### src/rtl/hazard_ctrl_pkg.sv
// Shared types for the decode->execute interlock: FSM states, forwarding selects, dest-pipe entry.
// Pure definitions, no latency or flow control of its own.
package hazard_ctrl_pkg;

  typedef enum logic [1:0] {
    RUN       = 2'd0,
    JALR_WAIT = 2'd1,
    MEM_WAIT  = 2'd2
  } state_t;

  localparam logic [1:0] FWD_RF  = 2'd0;
  localparam logic [1:0] FWD_EX  = 2'd1;
  localparam logic [1:0] FWD_MEM = 2'd2;

  localparam int LD_CNT_W = 3;

  typedef struct packed {
    logic       vld;
    logic [4:0] rd;
    logic       wr;
  } dest_t;

  // Younger (EX) producer wins over MEM; x0 is hard-wired and never forwarded.
  function automatic logic [1:0] fwd_pick(input logic [4:0] rs, input dest_t ex, input dest_t mem);
    logic [1:0] sel;
    sel = FWD_RF;
    if (rs != 5'd0) begin
      if (ex.vld && ex.wr && (ex.rd == rs))
        sel = FWD_EX;
      else if (mem.vld && mem.wr && (mem.rd == rs))
        sel = FWD_MEM;
    end
    return sel;
  endfunction

endpackage

### src/rtl/hazard_scoreboard.sv
// Outstanding-load scoreboard: pending bit per register plus in-flight count; set wins over clear.
// Updates on the next clock edge; pend_byp exposes this cycle's response clear combinationally.
module hazard_scoreboard
  import hazard_ctrl_pkg::*;
#(
  parameter int MAX_LD = 2
) (
  input  logic        clk,
  input  logic        rst,
  input  logic        ld_issue,
  input  logic [4:0]  ld_rd,
  input  logic        resp_valid,
  input  logic [4:0]  resp_rd,
  output logic [31:0] pend,
  output logic [31:0] pend_byp,
  output logic        full
);

  logic [LD_CNT_W-1:0] ld_cnt;
  logic                clr;
  logic [31:0]         set_mask;
  logic [31:0]         clr_mask;

  // A response with nothing in flight is spurious and must not underflow the count.
  assign clr      = resp_valid && (ld_cnt != '0);
  assign set_mask = (ld_issue && (ld_rd != 5'd0)) ? (32'd1 << ld_rd) : 32'd0;
  assign clr_mask = clr ? (32'd1 << resp_rd) : 32'd0;
  assign pend_byp = pend & ~clr_mask;
  assign full     = (ld_cnt == LD_CNT_W'(MAX_LD));

  always_ff @(posedge clk or negedge rst) begin
    if (!rst) begin
      pend   <= '0;
      ld_cnt <= '0;
    end else begin
      pend <= (pend & ~clr_mask) | set_mask;
      case ({ld_issue, clr})
        2'b10:   ld_cnt <= ld_cnt + 1'b1;
        2'b01:   ld_cnt <= ld_cnt - 1'b1;
        default: ld_cnt <= ld_cnt;
      endcase
    end
  end

endmodule

### src/rtl/hazard_ctrl.sv
// Decode->execute interlock: load-use stalls, memory-accept hold, jalr redirect wait, operand forwarding.
// Stall/issue/forward are combinational this cycle; memory backpressure holds decode in MEM_WAIT.
module hazard_ctrl
  import hazard_ctrl_pkg::*;
#(
  parameter int         MAX_LD   = 2,
  parameter logic [3:0] JALR_TMO = 4'd15
) (
  input  logic        clk,
  input  logic        rst,
  input  logic        id_valid,
  input  logic [4:0]  id_rs1,
  input  logic [4:0]  id_rs2,
  input  logic        id_rd1,
  input  logic        id_rd2,
  input  logic [4:0]  id_rd,
  input  logic        id_wr,
  input  logic        id_load,
  input  logic        id_store,
  input  logic        id_jalr,
  input  logic        jalr_done,
  input  logic        mem_req_ready,
  input  logic        mem_resp_valid,
  input  logic [4:0]  mem_resp_rd,
  output logic        stall,
  output logic        flush_ex,
  output logic        issue,
  output logic [1:0]  fwd1_sel,
  output logic [1:0]  fwd2_sel,
  output logic [31:0] ld_pending,
  output logic        err_tmo
);

  state_t      state, state_nxt;
  logic [3:0]  tmo_cnt;
  logic        err_q;
  dest_t       ex_q, mem_q;
  logic [31:0] pend_byp;
  logic        ld_full;
  logic        raw_haz;
  logic        block;
  logic        mem_op;

  hazard_scoreboard #(.MAX_LD(MAX_LD)) u_sb (
    .clk        (clk),
    .rst        (rst),
    .ld_issue   (issue & id_load),
    .ld_rd      (id_rd),
    .resp_valid (mem_resp_valid),
    .resp_rd    (mem_resp_rd),
    .pend       (ld_pending),
    .pend_byp   (pend_byp),
    .full       (ld_full)
  );

  // Uses the bypassed view so a load returning this cycle releases its consumer immediately.
  assign raw_haz = id_valid &&
                   ((id_rd1 && (id_rs1 != 5'd0) && pend_byp[id_rs1]) ||
                    (id_rd2 && (id_rs2 != 5'd0) && pend_byp[id_rs2]));
  assign block   = raw_haz || (id_valid && id_load && ld_full);
  assign mem_op  = id_load || id_store;

  always_comb begin
    state_nxt = state;
    stall     = 1'b0;
    flush_ex  = 1'b0;
    issue     = 1'b0;
    case (state)
      RUN: begin
        if (block) begin
          stall    = 1'b1;
          flush_ex = 1'b1;
        end else if (id_valid && mem_op && !mem_req_ready) begin
          stall     = 1'b1;
          flush_ex  = 1'b1;
          state_nxt = MEM_WAIT;
        end else begin
          issue = id_valid;
          if (id_valid && id_jalr)
            state_nxt = JALR_WAIT;
        end
      end
      JALR_WAIT: begin
        stall    = 1'b1;
        flush_ex = 1'b1;
        if (jalr_done)
          state_nxt = RUN;
      end
      MEM_WAIT: begin
        if (mem_req_ready) begin
          issue     = id_valid;
          state_nxt = RUN;
        end else begin
          stall    = 1'b1;
          flush_ex = 1'b1;
        end
      end
      default: state_nxt = RUN;
    endcase
    // Held-in-reset must look idle even if decode presents a valid instruction.
    if (!rst) begin
      stall     = 1'b0;
      flush_ex  = 1'b0;
      issue     = 1'b0;
      state_nxt = RUN;
    end
  end

  always_ff @(posedge clk or negedge rst) begin
    if (!rst)
      state <= RUN;
    else
      state <= state_nxt;
  end

  always_ff @(posedge clk or negedge rst) begin
    if (!rst) begin
      tmo_cnt <= '0;
      err_q   <= 1'b0;
    end else if (state == JALR_WAIT) begin
      if (tmo_cnt != 4'hF)
        tmo_cnt <= tmo_cnt + 4'd1;
      if (tmo_cnt == JALR_TMO)
        err_q <= 1'b1;
    end else begin
      tmo_cnt <= '0;
    end
  end

  // Loads are excluded: their data is not ready from EX/MEM and the scoreboard covers them.
  always_ff @(posedge clk or negedge rst) begin
    if (!rst) begin
      ex_q  <= '0;
      mem_q <= '0;
    end else begin
      ex_q  <= {issue, id_rd, id_wr & ~id_load};
      mem_q <= ex_q;
    end
  end

  assign fwd1_sel = fwd_pick(id_rs1, ex_q, mem_q);
  assign fwd2_sel = fwd_pick(id_rs2, ex_q, mem_q);
  assign err_tmo  = err_q;

endmodule

### config.mk
export PLATFORM = sky130hd
export DESIGN_NAME = hazard_ctrl
export DESIGN_NICKNAME = d
export VERILOG_FILES = /design/src/rtl/hazard_ctrl_pkg.sv /design/src/rtl/hazard_scoreboard.sv /design/src/rtl/hazard_ctrl.sv
export SDC_FILE = /design/constraint.sdc
export NUM_CORES = 1
export LEC_CHECK = 0
export CORE_MARGIN = 5
export CORE_UTILIZATION = 50
export CTS_CLUSTER_SIZE = 40
export DETAILED_ROUTE_END_ITERATION = 10
export PLACE_DENSITY_LB_ADDON = 0.2
export SLEW_MARGIN = 20
export SYNTH_ARGS = -nofsm -noshare
export SYNTH_HDL_FRONTEND = slang
export SYNTH_HIERARCHICAL = 1
export SYNTH_SLANG_ARGS = --single-unit
### constraint.sdc
create_clock -name clk -period 4.95 [get_ports clk]
set_input_delay 0.7425 -clock clk [delete_from_list [all_inputs] [get_ports clk]]
set_output_delay 0.7425 -clock clk [all_outputs]
set_load 0.01 [all_outputs]
After elaboration in Yosys (flattened, before gate mapping). Index checks and enable logic that the tools add are counted.

Add/subtract/negate cells: 3. Order comparisons: 2. Equality and inequality tests: 16. Shift-type cells: 2. Muxes and demuxes: 32. Bitwise operators: 6. Reduce and logical (&&, ||, !) cells: 30.

Operators with widths (count): 32-bit two-way mux (2); 1-bit by 5-bit left shift with 32-bit output, first input constant (2); 32-bit bitwise AND (1); 32-bit inverter (1); 32-bit OR (1); 2-bit two-way mux (12); 5-bit equality test (4); 1-bit logical AND (18); 5-bit nonzero test (3); 5-bit by 6-bit less-than comparator with 1-bit output, second input constant (2); 1-bit binary-select mux with 5-bit select (2); 1-bit two-way mux (10); 3-bit inequality test, second input constant (3); 4-bit two-way mux (2); 4-bit inequality test, second input constant (2); 2-bit case mux with 3 select lines (1); 3-bit case mux with 2 select lines (1); 4-bit by 1-bit adder with 4-bit output, second input constant (1); 2-bit by 1-bit equality test with 1-bit output, second input constant (2); 2-bit equality test, second input constant (2); 4-bit equality test, second input constant (1); 4-bit AND reduction (1); 3-bit by 1-bit adder with 3-bit output, second input constant (1); 3-bit by 2-bit equality test with 1-bit output, second input constant (1); other kinds (12) (15).

Flip-flop bits (word level): 56. Input bits: 32. Output and inout port bits: 40. Logic and storage cells: 102.

Logic depth before layout (Yosys ltp). Gate-level depths: netlist (run 1).

Depth in word-level cells: 18. Depth in mapped cells: 18. Gate-level depth less buffers: 16.

By module. The synthesis (run 1) kept the hierarchy.

Modules (own cells, without submodules): hazard_scoreboard (instances 1, cells an instance 181, area an instance 1789.2 um^2, sequential area each 875.8 um^2); hazard_ctrl (instances 1, cells an instance 163, area an instance 1714.1 um^2, sequential area each 525.5 um^2).

Least setup slack after synthesis (run 1). No wires, ideal clock.

Kind: input-to-reg. Start point: input port mem_resp_rd[0]. End point: register u_sb.ld_cnt[2]. Setup time: 0.126 ns. Arrival: 3.962 ns. Required time: 4.824 ns. Path slack: 0.862 ns. Stages on the path: 17. Buffers on the path: 1. Path through: or2_2 clkbuf_1 or3_1 o21a_1 mux4_2 mux2i_1 nor2_1 o311ai_1 nand3b_1 a21oi_1 inv_1 ha_1 inv_1 fa_1 xor2_1 nor2_1 xor2_1.

Word-level cells in the longest chain between the ends: 16. Elaborated cells between the ends (all ways): 21. Classes of those cells: eq/ne (2); shift (1); mux (9); bitwise (3); reduce/logical (6).

RTL lines: start: declaration (line hazard_ctrl.sv:24) `input logic [4:0] mem_resp_rd,`; 1-bit by 5-bit left shift with 32-bit output (*) (line hazard_scoreboard.sv:27) `assign clr_mask = clr ? (32'd1 << resp_rd) : 32'd0;`; 32-bit two-way mux (*) (line hazard_scoreboard.sv:27); 32-bit inverter (*) (line hazard_scoreboard.sv:28) `assign pend_byp = pend & ~clr_mask;`; 32-bit bitwise AND (*) (line hazard_scoreboard.sv:28); net pend_byp[0] (line hazard_ctrl.sv:38) `logic [31:0] pend_byp;`; 1-bit binary-select mux with 5-bit select, on equally long branches (line hazard_ctrl.sv:58, hazard_ctrl.sv:59); 1-bit two-way mux, on equally long branches (line hazard_ctrl.sv:58, hazard_ctrl.sv:59); 1-bit logical AND, on equally long branches (line hazard_ctrl.sv:58, hazard_ctrl.sv:59); 1-bit logical OR (*) (line hazard_ctrl.sv:58) `((id_rd1 && (id_rs1 != 5'd0) && pend_byp[id_rs1]) ||`; 1-bit logical AND (*) (line hazard_ctrl.sv:57) `assign raw_haz = id_valid &&`; 1-bit logical OR (*) (line hazard_ctrl.sv:60) `assign block = raw_haz || (id_valid && id_load && ld_full);`; 1-bit two-way mux (*) (line hazard_ctrl.sv:70) `if (block) begin`; 1-bit case mux with 2 select lines (*) (line hazard_ctrl.sv:68) `case (state)`; 1-bit two-way mux (*) (line hazard_ctrl.sv:101) `if (!rst) begin`; 1-bit bitwise AND (*) (line hazard_ctrl.sv:47) `.ld_issue (issue & id_load),`; 2-bit by 1-bit equality test with 1-bit output or 2-bit equality test (tied branches) (line hazard_scoreboard.sv:37) `case ({ld_issue, clr})`; 3-bit case mux with 2 select lines or 2-bit nonzero test (tied branches); end signal: assignment (line hazard_scoreboard.sv:38) `2'b10: ld_cnt <= ld_cnt + 1'b1;`; end signal: assignment (line hazard_scoreboard.sv:39) `2'b01: ld_cnt <= ld_cnt - 1'b1;`; end signal: assignment (line hazard_scoreboard.sv:40) `default: ld_cnt <= ld_cnt;`; end: declaration (line hazard_scoreboard.sv:19) `logic [LD_CNT_W-1:0] ld_cnt;`.

The timed path passes the listed nets; every way through them passes the cells marked *. The select of a mux whose other input is x is not followed. A chain may end at the register's enable or synchronous reset.

Final worst setup path (run 1).
Start point: input port mem_resp_valid. End point: output port issue.

Word-level cells in the longest chain between the ends: 13. Elaborated cells between the ends (all ways): 16. Classes of those cells: mux (8); bitwise (2); reduce/logical (6).

RTL lines: start: declaration (line hazard_ctrl.sv:23) `input logic mem_resp_valid,`; 1-bit logical AND (*) (line hazard_scoreboard.sv:25) `assign clr = resp_valid && (ld_cnt != '0);`; 32-bit two-way mux (*) (line hazard_scoreboard.sv:27); 32-bit inverter (*) (line hazard_scoreboard.sv:28); 32-bit bitwise AND (*) (line hazard_scoreboard.sv:28); net pend_byp[6] (line hazard_ctrl.sv:38); 1-bit binary-select mux with 5-bit select, on equally long branches (line hazard_ctrl.sv:58, hazard_ctrl.sv:59); 1-bit two-way mux, on equally long branches (line hazard_ctrl.sv:58, hazard_ctrl.sv:59); 1-bit logical AND, on equally long branches (line hazard_ctrl.sv:58, hazard_ctrl.sv:59); 1-bit logical OR (*) (line hazard_ctrl.sv:58); 1-bit logical AND (*) (line hazard_ctrl.sv:57); 1-bit logical OR (*) (line hazard_ctrl.sv:60); 1-bit two-way mux (*) (line hazard_ctrl.sv:70); 1-bit case mux with 2 select lines (*) (line hazard_ctrl.sv:68); 1-bit two-way mux (*) (line hazard_ctrl.sv:101); end: declaration (line hazard_ctrl.sv:27) `output logic issue,`.

Marked as above.

==> out/qor.yml, run 1 <==
status:
  status: "finished, final reports clean"
route:
  via_per_inst: 6.08
  routedWlPerCell_um: 20.0
  highest_layer: "met4"
  drt_wl_total_mm: 10.6
  num_vias: 3209
  m1WireLength_mm: 4.40
  drt_iter0_drc: 306
  wl_met2_mm: 4.90
  route.met3.wl_mm: 1.02
  first_pass_iters: 5
  drcViolationCount: 0
  ant_nets: 0
sta:
  tightest_slew_ps: 1020
  rsz0062_at_grt: "no"
  hold_violations: 0
  slew_headroom_pct: 31.6
  setup_viol: 0
  final_max_slew_viol_count: 0
  finalHoldWorstSlack_ps: 386
  period_share_pct: 94.5
  clock_skew_ps: 9.79
  fin_crit_ps: 4680
  max_freq_ghz: 0.214
  fin_setup_tns_ps: 0
clock_tree:
  clock_path_buffers: 2
  cts.sinks: 56
  cts_hold_buf: 0
  numCtsBuffers: 5
  htreeDepth: 2
  worst_skew_pair.late_latency_ps: 320
  cts_tree: "done"
  clk_pin_slew_ps: 100
  root_buffer: "clkbuf_8"
die:
  rows: 30
  ios: 72
  core_um2: 6790
  start_util_pct: 51.6
  die_w_um: 93.7
  die-area_um2: 8780
  die_h_um: 93.7
logic_synthesis:
  synth_flop_cell: "dfrtp_1"
  synth.most_common_cell: "dfrtp_1"
  synth_area_leaders: "dfrtp_1 (40%), mux4_2 (5.1%), mux2i_1 (4.3%)"
  ys_top_cells_by_count: "dfrtp_1 (56), inv_1 (39), nand2_1 (21)"
  synth_edf_count: 0
  synth_area_leader_cell: "dfrtp_1"
  syn_nets: 379
  ys_seq_area_share_pct: 40.0
  synth_area_per_cell_um2: 10.2
  synth_top_area_share_pct: 40.0
  yosys_register_bits: 56
  synth_area_um2: 3500
  yosysUniqueCellTypes: 60
  synth-async-reset-ratio_pct: 100
  synth_warnings: 6
  synthCells: 344
setup_path:
  cp.arrival_ps: 3940
  r2r_cells: 19
  critical_path.max_stage_delay_ps: 470
  crit_path_start_kind: "input port"
  r2r-end: "u_sb/ld_cnt[2]$_DFFE_PN0P_"
  crit_slowest_cell: "clkdlybuf4s50_1"
  critPathMaxFanout: 8
  cp_num_buf_inv: 5
  worst-setup-path-type: "input port to output port"
  cpLargestDelayFamily: "buffers and inverters"
  cp_common_cell: "buf_4"
  ff2ff_setup_slack_ps: 920
  endpoint_kind: "output port"
  worstSetupEndpoint: "issue"
  worstPathRequired_ps: 4210
  r2r_start: "u_sb/ld_cnt[2]$_DFFE_PN0P_"
  critPathLaunch: "mem_resp_valid"
  path_depth: 12
  path_cells: "clkdlybuf4s50_1 > or3b_4 > buf_4 > o31ai_2 > inv_1 > a2111oi_2 > and4b_1 > o311ai_2 > buf_4 > nand3_1 > a21oi_1 > dlygate4sd2_1"
cells_and_area:
  layout-drive-gt1-share_pct: 17.1
  fin_util_pct: 68.8
  seqCellArea_um2: 1400
  n_fill_cell: 532
  nets: 466
  antennaDiodeCount: 0
  finalInstanceArea_um2: 4680
  multi_input_area_um2: 2010
  syn_to_final_growth_pct: 33.5
placement:
  dpl_cell_area_um2: 4410
  portBuffers: 71
  hpwlAfterDp_mm: 7.87
  gp_congestion: 1.03
pwr:
  p_seq_share_pct: 46.4
  internal-power_uw: 773
  power.density_nw_per_um2: 257
  vdd_drop_max_mv: 0.222
  p_leak_uw: 0.00213
  comb_power_share_pct: 31.2
  p_sw_uw: 430
  swShare_pct: 35.7
  clkPwrFrac_pct: 22.4
worst_hold_path:
  hold_class: "register to register"
  hold_start: "ex_q[0]$_DFF_PN0_"
global_routing:
  antenna_found_initial: 0
  grt_max_degree: 58
  grt_overflow: 0
  grt_usage_pct: 24.4
  grt_pass1_wl_mm: 16.6
  grt_pass1_vias: 3171
flow_run:
  max-cap-violations: 0
## repair_timing
| item | 4_1_cts | 5_1_grt |
|---|---|---|
| resized for setup | 11 | 17 |
| endpoints found under the setup margin | 3 | 3 |
| cloned | 0 | 1 |
| pin swaps | 0 | 3 |
| setup buffers | 0 | 0 |
## power by group through the flow
stage | combinational [µW] | clock [µW] | sequential [µW]
2_1_floorplan | 192 | 0 | 545
3_3_place_gp | 340 | 0 | 543
3_5_place_dp | 347 | 0 | 545
4_1_cts | 357 | 274 | 541
5_1_grt | 407 | 290 | 562
6_report | 375 | 269 | 558
## layout make-up
class	count	area share, %
Timing Repair Buffer	97	19.4
Tap cell	96	2.57
Clock inverter	3	0.589
Inverter	39	3.13
Sequential cell	56	30.0
Clock buffer	5	1.47
Multi-Input combinational cell	232	42.9
## registers in the layout, indices dropped and copies added, names as in the netlist
signal and cells:
u_sb/pend 32, u_sb/ld_cnt 3, state 2, tmo_cnt 4, mem_q 7, ex_q 7
err_tmo 1
## worst register-to-register path, delay by kind of cell (launching register included)
family,cells,cell delay [ps]
buffers and inverters,6,780
xor gates and xnor gates,2,290
and+or+nand+nor,4,300
DFF,1,590
muxes,2,670
AOI/OAI and AO/OA,3,890
adders and majority gates,2,400
## cells by family (layout without fill, tap and decap cells)
group | Yosys count | after routing | share of synthesized area [%]
xor+xnor | 22 | 22 | 5.50
simple gates | 93 | 93 | 15.0
compound gates | 85 | 86 | 18.6
fa+ha+maj | 3 | 3 | 1.29
flops | 56 | 56 | 40.0
mux | 28 | 28 | 12.3
buf+inv | 57 | 144 | 7.32
## stage by stage
step / cells / power (µW) / setup slack, ps
floorplan: 344 / 737 / 862
global placement: 519 / 883 / -30.2
detailed placement: 519 / 892 / -137
CTS: 527 / 1170 / 53.0
global route: 528 / 1260 / 74.4
finish: 528 / 1200 / 272
## layer usage
metal / vias to the layer above / track usage (%)
met1: 1559 / 34.0
met5: - / 0
met2: 186 / 38.7
met3: 26 / 5.45
met4: 0 / 6.14
li1: 1438 / -
## cells in the final DEF, fill, tap and decap left out, types with 5 or more instances in the layout
cell type / instances
buf_4: 26
nand3b_1: 7
nor2b_1: 8
clkbuf_8: 5
o31ai_2: 5
nand4_1: 5
o31ai_1: 7
mux4_2: 8
nand3_1: 8
inv_1: 39
o21bai_1: 8
clkdlybuf4s50_1: 66
nor2_1: 11
mux2i_1: 14
nand2_1: 21
o31a_1: 5
xnor2_1: 17
xor2_1: 5
o21ai_0: 19
dfrtp_1: 56
o41ai_2: 9
nor3_1: 6
## how the worst min path moves through the flow
stage                               to  slack, ps  depth (start not counted)
CTS                 mem_q[0]$_DFF_PN0_        390                          0
global placement    mem_q[0]$_DFF_PN0_        360                          0
detailed placement  mem_q[0]$_DFF_PN0_        360                          0
finish              mem_q[0]$_DFF_PN0_        390                          0
global route        mem_q[6]$_DFF_PN0_        400                          0
floorplan           mem_q[0]$_DFF_PN0_        350                          0
Power figures use the tool's default switching activity.
==> run 2, diff against run 1 <==
Settings changed: ABC_AREA from default to 1, SYNTH_HIERARCHICAL 1 to default.
==> out/qor.yml, run 2 <==
die:
  core_um2: 8090  # was 6790 µm²
  die_h_um: 100  # was 93.7 µm
  die_w_um: 100  # was 93.7 µm
  ios: 72  # unchanged
  rows: 33  # was 30
  die-area_um2: 10100  # was 8780 µm²
  start_util_pct: 50.4  # was 51.6%
placement:
  dpl_cell_area_um2: 4850  # was 4410 µm²
  portBuffers: 71  # unchanged
  hpwlAfterDp_mm: 10.2  # was 7.87 mm
  gp_congestion: 0.939  # was 1.03
route:
  routedWlPerCell_um: 18.0  # was 20.0 µm
  via_per_inst: 5.66  # was 6.08
  drt_wl_total_mm: 13.3  # was 10.6 mm
  num_vias: 4195  # was 3,209
  first_pass_iters: 6  # was 5
  drt_iter0_drc: 374  # was 306
  ant_nets: 0  # unchanged
  drcViolationCount: 0  # unchanged
global_routing:
  grt_pass1_vias: 4182  # was 3,171
  grt_overflow: 0  # unchanged
  grt_usage_pct: 27.3  # was 24.4%
  grt_max_degree: 45  # was 58
  antenna_found_initial: 0  # unchanged
  grt_pass1_wl_mm: 21.3  # was 16.6 mm
cells_and_area:
  reg_top3: "u_sb.pend x32, ex_q x7, mem_q x7"  # was u_sb/pend x32, ex_q x7, mem_q x7
  antennaDiodeCount: 0  # unchanged
  largest-register: "u_sb.pend"  # was u_sb/pend
  multi_input_area_um2: 2270  # was 2010 µm²
  layout-drive-gt1-share_pct: 10.5  # was 17.1%
  syn_to_final_growth_pct: 22.0  # was 33.5%
  finalInstanceArea_um2: 4970  # was 4680 µm²
  final_cell_mix: "nand2_1 (148), nor2_1 (75), inv_1 (70), clkdlybuf4s50_1 (70), nand3_1 (61)"  # was clkdlybuf4s50_1 (66), dfrtp_1 (56), inv_1 (39)
  nets: 671  # was 466
  n_fill_cell: 787  # was 532
  layout_commonest_cell: "nand2_1"  # was clkdlybuf4s50_1
  seqCellArea_um2: 1400  # unchanged
  largest_reg_flops: 32  # unchanged
logic_synthesis:
  ys_seq_area_share_pct: 34.4  # was 40.0%
  syn_nets: 606  # was 379
  synth_area_um2: 4080  # was 3500 µm²
  synth_area_per_cell_um2: 7.14  # was 10.2 µm²
  yosysUniqueCellTypes: 41  # was 60
  yosys_register_bits: 56  # unchanged
  synthCells: 571  # was 344
  synth_area_leaders: "dfrtp_1 (34%), nand2_1 (14%), o21bai_2 (8.3%)"  # was dfrtp_1 (40%), mux4_2 (5.1%), mux2i_1 (4.3%)
  synth_top_area_share_pct: 34.4  # was 40.0%
  synth_area_leader_cell: "dfrtp_1"  # unchanged
  synth.most_common_cell: "nand2_1"  # was dfrtp_1
  synth_warnings: 0  # was 6
  synth-async-reset-ratio_pct: 100  # unchanged
  synth_edf_count: 0  # unchanged
  synth_flop_cell: "dfrtp_1"  # unchanged
  ys_top_cells_by_count: "nand2_1 (148), nor2_1 (75), inv_1 (70)"  # was dfrtp_1 (56), inv_1 (39), nand2_1 (21)
sta:
  setup_viol: 0  # unchanged
  rsz0062_at_grt: "no"  # unchanged
  fin_setup_tns_ps: 0  # unchanged
  max_freq_ghz: 0.226  # was 0.214 GHz
  slew_headroom_pct: 50.5  # was 31.6%
  tightest_slew_ps: 741  # was 1020 ps
  period_share_pct: 89.4  # was 94.5%
  hold_violations: 0  # unchanged
  clock_skew_ps: 13.3  # was 9.79 ps
  fin_crit_ps: 4420  # was 4680 ps
  final_max_slew_viol_count: 0  # unchanged
setup_path:
  cp.arrival_ps: 3680  # was 3940 ps
  worstPathRequired_ps: 4210  # about the same
  crit_path_start_kind: "input port"  # unchanged
  critPathLaunch: "id_rs1[0]"  # was mem_resp_valid
  endpoint_kind: "output port"  # unchanged
  critPathMaxFanout: 11  # was 8
  worst-setup-path-type: "input port to output port"  # unchanged
  r2r_start: "u_sb.ld_cnt[0]$_DFFE_PN0P_"  # was u_sb/ld_cnt[2]$_DFFE_PN0P_
status:
  status: "finished, final reports clean"  # unchanged
clock_tree:
  numCtsBuffers: 5  # unchanged
  cts_resized: 0  # was 11
  root_buffer: "clkbuf_8"  # unchanged
  cts_setup_buffers: 0  # unchanged
  cts.sinks: 56  # unchanged
  clock_path_buffers: 2  # unchanged
  worst_skew_pair.late_latency_ps: 320  # about the same
  cts_tree: "done"  # unchanged
  clk_pin_slew_ps: 110  # was 100 ps
  htreeDepth: 2  # unchanged
  cts_hold_buf: 0  # unchanged
worst_hold_path:
  hold_class: "input port to async pin"  # was register to register
pwr:
  p_leak_uw: 0.00234  # was 0.00213 µW
  vdd_drop_max_mv: 0.251  # was 0.222 mV
  power.density_nw_per_um2: 286  # was 257 nW/µm²
flow_run:
  max-cap-violations: 0  # unchanged
[run 2: cell types whose count changed after synthesis, sizes merged, moves of 14 or more]
cell,before,now
nor2,11,77
xnor2,17,3
inv,39,73
o21bai,8,31
mux2i,15,0
nand3,9,64
nand2,21,150
[run 2: report_power, final]
part           leakage, µW  internal [µW]  switching (µW)
Sequential        0.000731            516            49.7
Clock            0.0000642            200             166
Combinational      0.00155            216             277
[run 2: area by class of cell]
class	count	share of cell area [%]
multi-input combinational	420	45.5
inverter	73	5.51
clock inverter	2	1.21
timing repair buffer	80	15.5
sequential	56	28.2
tap	105	2.64
clock buffer	5	1.38
[run 2: worst max-delay path, cell delays in order]
cell and delay [ps]:
clkdlybuf4s50_1 630, inv_1 290, nor2_1 470, inv_1 120
nor2_1 130, nor2_1 70, nand2_1 60, nand3_1 60
nand2_1 80, nand2_1 60, nand3_2 100, nand4_2 100
a21oi_1 200, clkdlybuf4s50_1 570
[run 2: path summary, 6_finish.rpt]
check | endpoint | slack, ps | cells after the start
worst max register to register | u_sb.ld_cnt[2]$_DFFE_PN0P_ | 1540 | 22
worst min register to register | mem_q[2]$_DFF_PN0_ | 370 | 0
worst min-delay path | mem_q[1]$_DFF_PN0_ | 360 | 1
max in group asynchronous | tmo_cnt[3]$_DFFE_PN0N_ | 3630 | 2
worst max-delay path | issue | 530 | 14
min in group clk | mem_q[2]$_DFF_PN0_ | 370 | 0
[run 2: metrics by stage]
stage          util (%)  total power (µW)  hold slack (ps)  std cells  setup slack (ps)
5_1_grt            61.5              1500              390        741               303
6_report           61.5              1420              365        741               526
4_1_cts            61.5              1420              369        741               562
2_1_floorplan         -               861              354        571              1830
3_3_place_gp       59.9              1060              357        734               588
3_5_place_dp       59.9              1060              360        734               567
[run 2: cell families after synthesis]
family | synth area share [%]
fa+ha+maj | 1.10
simple gates | 34.2
compound gates | 18.4
xor+xnor | 1.93
flops | 34.4
buf+inv | 10.0
[run 2: layer usage]
layer  up-vias  track usage (%)  share of wire (%)
met5         -                0                  0
met3        24             5.21                7.9
met1      1995             36.3                 43
met4         0             8.91                2.1
met2       194             44.7                 47
li1       1982                -                  -
==> run 3, diff against run 2 <==
Settings changed: GPL_ROUTABILITY_DRIVEN from default to 0.
==> out/qor.yml, run 3 (synthesized netlist as in run 2, its figures left out) <==
route:
  ant_nets: 0  # unchanged
  drt_wl_total_mm: 12.3  # was 13.3 mm
  drcViolationCount: 0  # unchanged
  via_per_inst: 5.63  # was 5.66
  drt_iter0_drc: 559  # was 374
  first_pass_iters: 6  # unchanged
  routedWlPerCell_um: 16.6  # was 18.0 µm
  num_vias: 4166  # was 4,195
setup_path:
  r2r_start: "u_sb.ld_cnt[0]$_DFFE_PN0P_"  # unchanged
  r2r_cells: 21  # was 22
  cp_common_cell: "nand2_1"
  critical_path.max_stage_delay_ps: 750  # was 630 ps
  crit_slowest_cell: "clkdlybuf4s50_1"  # unchanged
  path_cells: "clkdlybuf4s50_1 > inv_2 > nand3_1 > nor2_1 > a21boi_0 > nand2_1 > nand3_1 > nand2_1 > nand3_1 > nand2_1 > nand2_1 > nand3_2 > a31oi_1 > o21a_1 > clkdlybuf4s50_1"  # was clkdlybuf4s50_1 > inv_1 > nor2_1 > inv_1 > nor2_1 > nor2_1 > nand2_1 > nand3_1 > nand2_1 > nand2_1 > nand3_2 > nand4_2 > a21oi_1 > clkdlybuf4s50_1
  cp.arrival_ps: 3780  # was 3680 ps
  worstPathRequired_ps: 4210  # about the same
  crit_path_start_kind: "input port"  # unchanged
  worst-setup-path-type: "input port to output port"  # unchanged
  ff2ff_setup_slack_ps: 1410  # was 1540 ps
  critPathMaxFanout: 10  # was 11
  r2r-end: "u_sb.ld_cnt[2]$_DFFE_PN0P_"  # unchanged
  endpoint_kind: "output port"  # unchanged
pwr:
  vdd_drop_max_mv: 0.181  # was 0.251 mV
  power_uw: 1330  # was 1420 µW
  p_leak_uw: 0.00231  # was 0.00234 µW
  power.density_nw_per_um2: 270  # was 286 nW/µm²
cells_and_area:
  finalInstanceArea_um2: 4930  # was 4970 µm²
  reg_top3: "u_sb.pend x32, ex_q x7, mem_q x7"  # unchanged
  largest-register: "u_sb.pend"  # unchanged
  syn_to_final_growth_pct: 20.9  # was 22.0%
  fin_util_pct: 60.9  # was 61.5%
  layout-drive-gt1-share_pct: 10.4  # was 10.5%
  largest_reg_flops: 32  # unchanged
  nets: 669  # was 671
  antennaDiodeCount: 0  # unchanged
  final_cell_mix: "nand2_1 (148), nor2_1 (75), inv_1 (70), clkdlybuf4s50_1 (70), nand3_1 (61)"  # unchanged
  layout_commonest_cell: "nand2_1"  # unchanged
sta:
  slew_headroom_pct: 55.1  # was 50.5%
  fin_crit_ps: 4520  # was 4420 ps
  fin_setup_tns_ps: 0  # unchanged
  setup_slack_ps: 430  # was 526 ps
  tightest_slew_ps: 672  # was 741 ps
  setup_viol: 0  # unchanged
  clock_skew_ps: 10.5  # was 13.3 ps
  hold_violations: 0  # unchanged
  final_max_slew_viol_count: 0  # unchanged
  period_share_pct: 91.3  # was 89.4%
  rsz0062_at_grt: "no"  # unchanged
  max_freq_ghz: 0.221  # was 0.226 GHz
die:
  core_um2: 8090  # unchanged
  start_util_pct: 50.4  # unchanged
  die_h_um: 100  # unchanged
  ios: 72  # unchanged
  die-area_um2: 10100  # unchanged
  die_w_um: 100  # unchanged
  rows: 33  # unchanged
clock_tree:
  cts.sinks: 56  # unchanged
  cts_tree: "done"  # unchanged
  numCtsBuffers: 5  # unchanged
  htreeDepth: 2  # unchanged
  cts_setup_buffers: 0  # unchanged
  worst_skew_pair.late_latency_ps: 330  # was 320 ps
  cts_resized: 0  # unchanged
  clk_pin_slew_ps: 110  # about the same
  root_buffer: "clkbuf_8"  # unchanged
  clock_path_buffers: 2  # unchanged
  cts_hold_buf: 0  # unchanged
global_routing:
  grt_pass1_wl_mm: 20.2  # was 21.3 mm
  grt_usage_pct: 25.5  # was 27.3%
  grt_overflow: 0  # unchanged
  grt_pass1_vias: 4070  # was 4,182
  grt_max_degree: 41  # was 45
  antenna_found_initial: 0  # unchanged
worst_hold_path:
  hold_class: "input port to async pin"  # unchanged
placement:
  hpwlAfterDp_mm: 9.57  # was 10.2 mm
  dpl_cell_area_um2: 4830  # was 4850 µm²
  pre_cts_ws_ps: 532  # was 567 ps
  portBuffers: 71  # unchanged
status:
  status: "finished, final reports clean"  # unchanged
flow_run:
  max-cap-violations: 0  # unchanged
-- run 3: cell count changes in the layout (fill, tap and decap cells not counted) --
cell        change
bufinv_16       -2
inv_8           +1
clkinvlp_4      +1
clkinv_4        +1
buf_4           -2
-- run 3: report_power, final --
part	leakage [µW]	internal (µW)	switching (µW)
Clock	0.0000463	104	168
Combinational	0.00154	216	272
Sequential	0.000731	516	52.0
Total	0.00231	836	492
-- run 3: through the flow --
step / std cells / hold slack (ps)
final: 740 / 386
after global routing: 740 / 403
after floorplan: 571 / 354
after CTS: 740 / 388
after detailed placement: 732 / 362
after global placement: 732 / 358
-- run 3: critical path: cells and delay by family --
| kind | cells | cell delay [ps] |
|---|---|---|
| AOI/OAI and AO/OA | 3 | 760 |
| and+or+nand+nor | 9 | 840 |
| buffers and inverters | 3 | 1450 |
-- run 3: worst max path at each step --
stage / from / to / slack (ps) / cells past startpoint
6_report: mem_resp_rd[2] / flush_ex / 430 / 15
5_1_grt: mem_resp_rd[4] / stall / 210 / 15
4_1_cts: mem_resp_rd[4] / flush_ex / 520 / 15
3_5_place_dp: mem_resp_rd[4] / flush_ex / 530 / 15
2_1_floorplan: mem_resp_rd[2] / u_sb.ld_cnt[2]$_DFFE_PN0P_ / 1830 / 21
3_3_place_gp: mem_resp_rd[2] / issue / 590 / 16
-- run 3: routing by layer --
| layer | global-route usage [%] | vias to the layer above | part of all wire [%] |
|---|---|---|---|
| li1 | - | 1980 | - |
| met1 | 34.3 | 1904 | 41 |
| met2 | 40.7 | 246 | 46 |
| met3 | 4.66 | 36 | 9.2 |
| met4 | 9.84 | 0 | 3.3 |
| met5 | 0 | - | 0 |
-- run 3: cell type report --
cell class | count | area, µm²
clock inverters | 3 | 27.5
flip-flops and latches | 56 | 1400
multi-input cells | 420 | 2270
well taps | 105 | 131
repair buffers | 78 | 758
clock buffers | 5 | 68.8
fillers | 783 | 3170
inverters | 73 | 274
